`src/rtl/noise_generator.sv`:
```
// Pulse-gated noise source: on an accepted start edge, emits T_IMPULSE*CLK_PER_US LFSR-derived samples.
// Define NOISE_GEN_GAUSS_EN to replace the raw LFSR slice with a four-slice sum (approximately Gaussian).
module noise_generator #(
  parameter int unsigned CLK_PER_US = 500,
  parameter logic [31:0] LFSR_SEED  = 32'hACE12468
) (
  input  logic        CLK,
  input  logic        RESET,
  input  logic [9:0]  T_IMPULSE,
  input  logic        SIGN_START_GEN,
  input  logic        OUT_REG_READY,
  output logic        SIGN_START_CALC,
  output logic        SIGN_STOP_CALC,
  output logic [11:0] NOISE_OUT
);

  typedef enum logic {IDLE, GEN} state_t;

  localparam logic [31:0] FEEDBACK_MASK = 32'h80200003;

  state_t      state_q, state_d;
  logic [31:0] lfsr_q, lfsr_d, lfsr_step;
  logic [23:0] cnt_q, cnt_d;
  logic [23:0] n_cycles;
  logic        start_q;
  logic        armed_q;
  logic        start_edge;
  logic        accept;
  logic [11:0] sample;
  logic [11:0] noise_d;
  logic        start_calc_d;
  logic        stop_calc_d;

  assign lfsr_step = (lfsr_q >> 1) ^ (lfsr_q[0] ? FEEDBACK_MASK : 32'h0);

`ifdef NOISE_GEN_GAUSS_EN
  logic [13:0] slice_sum;
  assign slice_sum = 14'(lfsr_step[11:0])  + 14'(lfsr_step[19:8])
                   + 14'(lfsr_step[27:16]) + 14'(lfsr_step[31:20]);
  assign sample    = slice_sum[13:2];
`else
  assign sample    = lfsr_step[31:20];
`endif

  // 1023 * 500 fits comfortably in 24 bits.
  assign n_cycles = 24'(T_IMPULSE) * 24'(CLK_PER_US);

  // armed_q masks the first cycle after reset so a level already high is not an edge.
  assign start_edge = armed_q & ~start_q & SIGN_START_GEN;
  assign accept     = start_edge & OUT_REG_READY & (T_IMPULSE != 10'd0);

  // NOTE: every combinational output gets a default first, so no path leaves one unassigned (no latches).
  always_comb begin
    state_d      = state_q;
    lfsr_d       = lfsr_q;
    cnt_d        = cnt_q;
    noise_d      = 12'd0;
    start_calc_d = 1'b0;
    stop_calc_d  = 1'b0;
    unique case (state_q)
      IDLE: begin
        if (accept) begin
          state_d      = GEN;
          lfsr_d       = lfsr_step;
          cnt_d        = n_cycles - 24'd1;
          noise_d      = sample;
          start_calc_d = 1'b1;
        end
      end
      GEN: begin
        if (cnt_q != 24'd0) begin
          lfsr_d  = lfsr_step;
          cnt_d   = cnt_q - 24'd1;
          noise_d = sample;
        end else begin
          // The stop cycle is already IDLE, so an edge arriving here is evaluated normally.
          state_d     = IDLE;
          stop_calc_d = 1'b1;
        end
      end
      default: state_d = IDLE;
    endcase
  end

  // NOTE: sequential state uses non-blocking assignments so all registers update from the same pre-edge values.
  always_ff @(posedge CLK) begin
    if (RESET) begin
      state_q         <= IDLE;
      lfsr_q          <= LFSR_SEED;
      cnt_q           <= 24'd0;
      start_q         <= 1'b0;
      armed_q         <= 1'b0;
      SIGN_START_CALC <= 1'b0;
      SIGN_STOP_CALC  <= 1'b0;
      NOISE_OUT       <= 12'd0;
    end else begin
      state_q         <= state_d;
      lfsr_q          <= lfsr_d;
      cnt_q           <= cnt_d;
      start_q         <= SIGN_START_GEN;
      armed_q         <= 1'b1;
      SIGN_START_CALC <= start_calc_d;
      SIGN_STOP_CALC  <= stop_calc_d;
      NOISE_OUT       <= noise_d;
    end
  end

endmodule

```
`config.mk`:
```
export PLATFORM = sky130hd
export DESIGN_NAME = noise_generator
export DESIGN_NICKNAME = d
export VERILOG_FILES = /design/src/rtl/noise_generator.sv
export SDC_FILE = /design/constraint.sdc
export NUM_CORES = 1
export LEC_CHECK = 0
export BUFFER_PORTS_ARGS = -buffer_cell sky130_fd_sc_hd__buf_2
export CORE_MARGIN = 3
export CORE_UTILIZATION = 40
export DETAILED_ROUTE_END_ITERATION = 8
export PLACE_DENSITY_LB_ADDON = 0.2
export SETUP_SLACK_MARGIN = 0.3
export SLEW_MARGIN = 20
export SYNTH_ARGS = -nofsm -noshare
export SYNTH_HDL_FRONTEND = slang
export SYNTH_SLANG_ARGS = --single-unit
```
`constraint.sdc`:
```
create_clock -name CLK -period 7.25 [get_ports CLK]
set_input_delay 0.725 -clock CLK [delete_from_list [all_inputs] [get_ports CLK]]
set_output_delay 0.725 -clock CLK [all_outputs]
set_load 0.05 [all_outputs]
```
## Word level (Yosys, flattened, before mapping)

Cells that the tools add are included.

| operators by class | value |
|---|---|
| $add $sub $neg | 2 |
| multipliers | 1 |
| eq/ne operators | 2 |
| muxes and demuxes | 15 |
| bitwise operators | 7 |
| reduce and logical (&&, ||, !) cells | 5 |

Operator list:

| operator | count |
|---|---|
| $mux W32 | 3 |
| $pmux W32 S2 | 1 |
| $mux W24 | 2 |
| $pmux W24 S2 | 1 |
| $xor A31 B32 Y32 | 1 |
| $mux W12 | 2 |
| $pmux W12 S2 | 1 |
| $reduce_bool A24 Y1 | 1 |
| $sub A24 B1 Y24 const B | 1 |
| $sub A19 B1 Y20 const B | 1 |
| $mul A10 B7 Y17 const B | 1 |
| $reduce_bool A10 Y1 | 1 |
| $and A1 B1 Y1 | 4 |
| $mux W1 | 4 |
| $reduce_or A2 Y1 | 2 |
| $ne A2 B1 Y1 const B | 1 |
| $ne A2 B2 Y1 const B | 1 |
| $not A1 Y1 | 2 |
| $pmux W1 S2 | 1 |
| $reduce_and A2 Y1 | 1 |

| word-level totals | value |
|---|---|
| register bits after elaboration | 73 |
| output and inout bits | 14 |
| logic and storage cells | 40 |

## Longest topological paths before layout

| depth | value |
|---|---|
| depth after elaboration | 7 |
| depth in mapped cells | 17 |

## Worst setup path before layout

Ideal clock, no wire load.

| timing | value |
|---|---|
| path kind | input port to flip-flop |
| start | in T_IMPULSE[3] |
| end | reg cnt_q[18] |
| data arrival time | 5.238 ns |
| data required time | 7.134 ns |
| setup slack | 1.897 ns |
| stages | 15 |
| buffers on the path | 0 |
| cells stage by stage | inv_1 fa_1 fa_1 fa_1 fa_1 inv_1 ha_1 a21oi_2 nor2b_1 or3_4 or3_1 a311oi_2 nand3b_2 or3b_1 a31o_1 |

| on the way | value |
|---|---|
| longest elaborated chain between the ends | 4 |

Ends and longest elaborated chain:

| item | line | source |
|---|---|---|
| start: declaration | 9 | `input logic [9:0] T_IMPULSE,` |
| $mul A10 B7 Y17 / $reduce_bool A10 Y1 (equally long branches) | 46, 50 |  |
| $sub A19 B1 Y20 / $and A1 B1 Y1 (equally long branches) | 65, 50 |  |
| $mux W24 / $ne A2 B2 Y1 (equally long branches) | - |  |
| $pmux W24 S2 / $reduce_and A2 Y1 (equally long branches) | - |  |
| end signal: assignment | 99 | `cnt_q <= cnt_d;` |
| end: declaration | 23 | `logic [23:0] cnt_q, cnt_d;` |

Parallel ways exist; a longest one is shown, timed or not. The select of a mux whose other input is x is not followed.
A chain may end at the register's enable or synchronous reset.

## Worst setup path after layout

| timing | value |
|---|---|
| start | in T_IMPULSE[1] |
| end | reg cnt_q[18] |

Same word-level chain as after synthesis.

==> run metrics <==
status=finished, final reports clean; Global Route Usage Sum=16.3%; Placement Cell Area=5440 um^2; post_cts resized=0; FF+latch area=1460 um^2; Gate Count Post-Synth=613; setup ws final=1.80 ns; die width=120 um; max_cap viols=0; number of setup buffers added after CTS=0; Area Overhead vs Synth=11.5%; clock root buffer=clkbuf_16; via count=4182; Final nets=717; DRT antenna net count=0; Post-Syn Area=5160 um^2; most common cell after layout, fill and taps aside=nand2_1; PortBufs=27; Hold Path Stages=2; hold slack=0.452 ns; Design Area, Final=5750 um^2; ys flop type=dfxtp_1; area of the multi-input gates=3390 um^2; drt first pass iters=6; start of the worst register-to-register path=cnt_q[0]$_SDFFE_PP0P_; routability cong.=0.914; crit-path max FO=6; maximum clock insertion buffer count=2; Worst Path Arrival=5.67 ns; Setup TNS=0 ns; syn nets=704; Remaining Overflow, GRT=0; mean number of vias per cell=5.23; DP Wirelength=8070 um; Post-Place Worst Slack=1.48 ns; io pins=28; die area=14300 um^2; worst-margin pin slew=0.916 ns; utilization after layout=46.7%; cts bufs inserted=9; Yosys warnings=0; Slew HR=38.9%; clk_skew=0.00694 ns; Rows=40; Die Height=120 um; Core Area=12300 um^2; Reg-to-Reg End=NOISE_OUT[11]$_SDFF_PP0_; global-route wire length before repair=19500 um; hold path endpoint=lfsr_q[9]$_SDFFE_PP0P_; worst min path class=reg2reg; number of DRC markers in iteration 0=261; Leak=2.45 nW; critical path type=in2reg; total wire length=11000 um; CTS tree=done; Reg2Reg Depth=9; initial core utilization=41.9%; ys async rst share=0%; syn_area_per_cell=8.42 um^2; Reg2Reg Setup Slack=3.96 ns; Setup crit start kind=input pin; Hold Fails Final Rpt=0; Synth Register Bits=73; n_diodes=0; maximum VDD drop=202 uV; RSZ-0062 raised after global routing=false; Post-CTS Hold Buffers=0; Hold Crit Start=lfsr_q[9]$_SDFFE_PP0P_; H-Tree Depth=3; Worst EP required=7.47 ns; vias in the first global route=4117; initial antenna violation count=0; WL per Instance=13.8 um; largest net degree at the start of global routing=62; TritonCTS Sinks=73; CP Capture Type=flip-flop; layout cells sized above 1=9.19%; Fillers=1180; # DRC=0; EDFF count, synth=0; Max Freq=183 MHz; Final Power=2.21 mW; Clk Latency, worst-skew pair=0.32 ns; Worst-path clk slew=0.06 ns; Final period util=75.2%; commonest cells after routing, fill and taps aside=nand2_1 (82), dfxtp_1 (73), inv_1 (54); setup violators final=0; Seq/Total Area, Yosys=28.3%; Final min period=5.45 ns; Cell variety after synth=63; fin. max-slew vios=0; fin cells=799; cell area power density=384 nW/um^2; DP Cell Count=783
==> power breakdown <==
group / total (mW) / internal (mW) / switching [mW]
Combinational: 1.27 / 0.514 / 0.751
Sequential: 0.474 / 0.444 / 0.0298
Clock: 0.473 / 0.303 / 0.170
==> cell type report <==
| cell class | instances | area share (%) |
|---|---|---|
| timing repair buffer | 31 | 2.87 |
| clock inverter | 6 | 1.57 |
| sequential | 73 | 25.4 |
| inverter | 55 | 3.59 |
| multi-input combinational | 456 | 58.9 |
| clock buffer | 10 | 3.98 |
| tap | 168 | 3.65 |
==> cell families (layout without fill, tap and decap cells) <==
logic type                 Yosys count  after routing  share of synthesized area [%]
AOI/OAI and AO/OA                  133            133                           16.5
xor gates and xnor gates            29             29                           5.33
adders and majority gates           77             77                           22.9
buffers and inverters               84            102                           6.21
DFF                                 73             73                           28.3
and+or+nand+nor                    217            217                           20.7
==> state kept, by name (all words and copies together), names as in the netlist <==
name             flops
lfsr_q              32
cnt_q               24
NOISE_OUT           12
SIGN_START_CALC      1
SIGN_STOP_CALC       1
armed_q              1
start_q              1
state_q              1
==> worst max-delay path, stage by stage <==
cell and delay [ns]:
buf_2 0.16, inv_1 0.10, fa_1 0.56, fa_1 0.45
fa_1 0.49, fa_1 0.51, inv_1 0.04, ha_1 0.37
a21oi_2 0.23, nor2b_1 0.07, or3_4 0.40, or3_1 0.39
a311oi_2 0.41, nand3b_2 0.16, or3b_1 0.39, a31o_1 0.21
==> cells in the mapped netlist, drive strengths merged (4+ instances only) <==
cell     n  area [um^2]
a211oi  10         85.1
o21a     5         37.5
ha      48          601
nand3   21          105
xor2    12          105
o22ai    6         37.5
a21oi   45          229
o21ai   31          155
xnor2   16          148
dfxtp   73         1460
nor2    33          124
nor2b    4         25.0
buf      5         23.8
nand3b   5         41.3
nand2   82          308
or4      5         41.3
inv     54          203
nor3    21          105
o211ai   8         60.1
fa      29          581
or3      9         61.3
and2    13         81.3
a311oi   4         41.3
nor4     4         25.0
nand2b   4         25.0
clkbuf  24         90.1
==> worst max path at each step <==
stage,start,to,slack (ns),depth (start not counted)
3_5_place_dp,T_IMPULSE[3],cnt_q[18]$_SDFFE_PP0P_,1.48,16
2_1_floorplan,T_IMPULSE[3],cnt_q[18]$_SDFFE_PP0P_,1.90,15
6_report,T_IMPULSE[1],cnt_q[18]$_SDFFE_PP0P_,1.80,16
5_1_grt,T_IMPULSE[3],cnt_q[18]$_SDFFE_PP0P_,1.61,16
4_1_cts,T_IMPULSE[3],cnt_q[18]$_SDFFE_PP0P_,1.82,16
3_3_place_gp,T_IMPULSE[3],cnt_q[18]$_SDFFE_PP0P_,1.60,16
==> layer usage <==
layer | share of wire, % | vias up | GRT usage [%]
met5 | 0 | - | 0
met1 | 48 | 1968 | 21.5
met4 | 1.4 | 0 | 4.29
li1 | - | 2133 | -
met3 | 2.6 | 11 | 2.31
met2 | 48 | 70 | 27.9
Note: power is estimated with default switching activity, not from simulation.
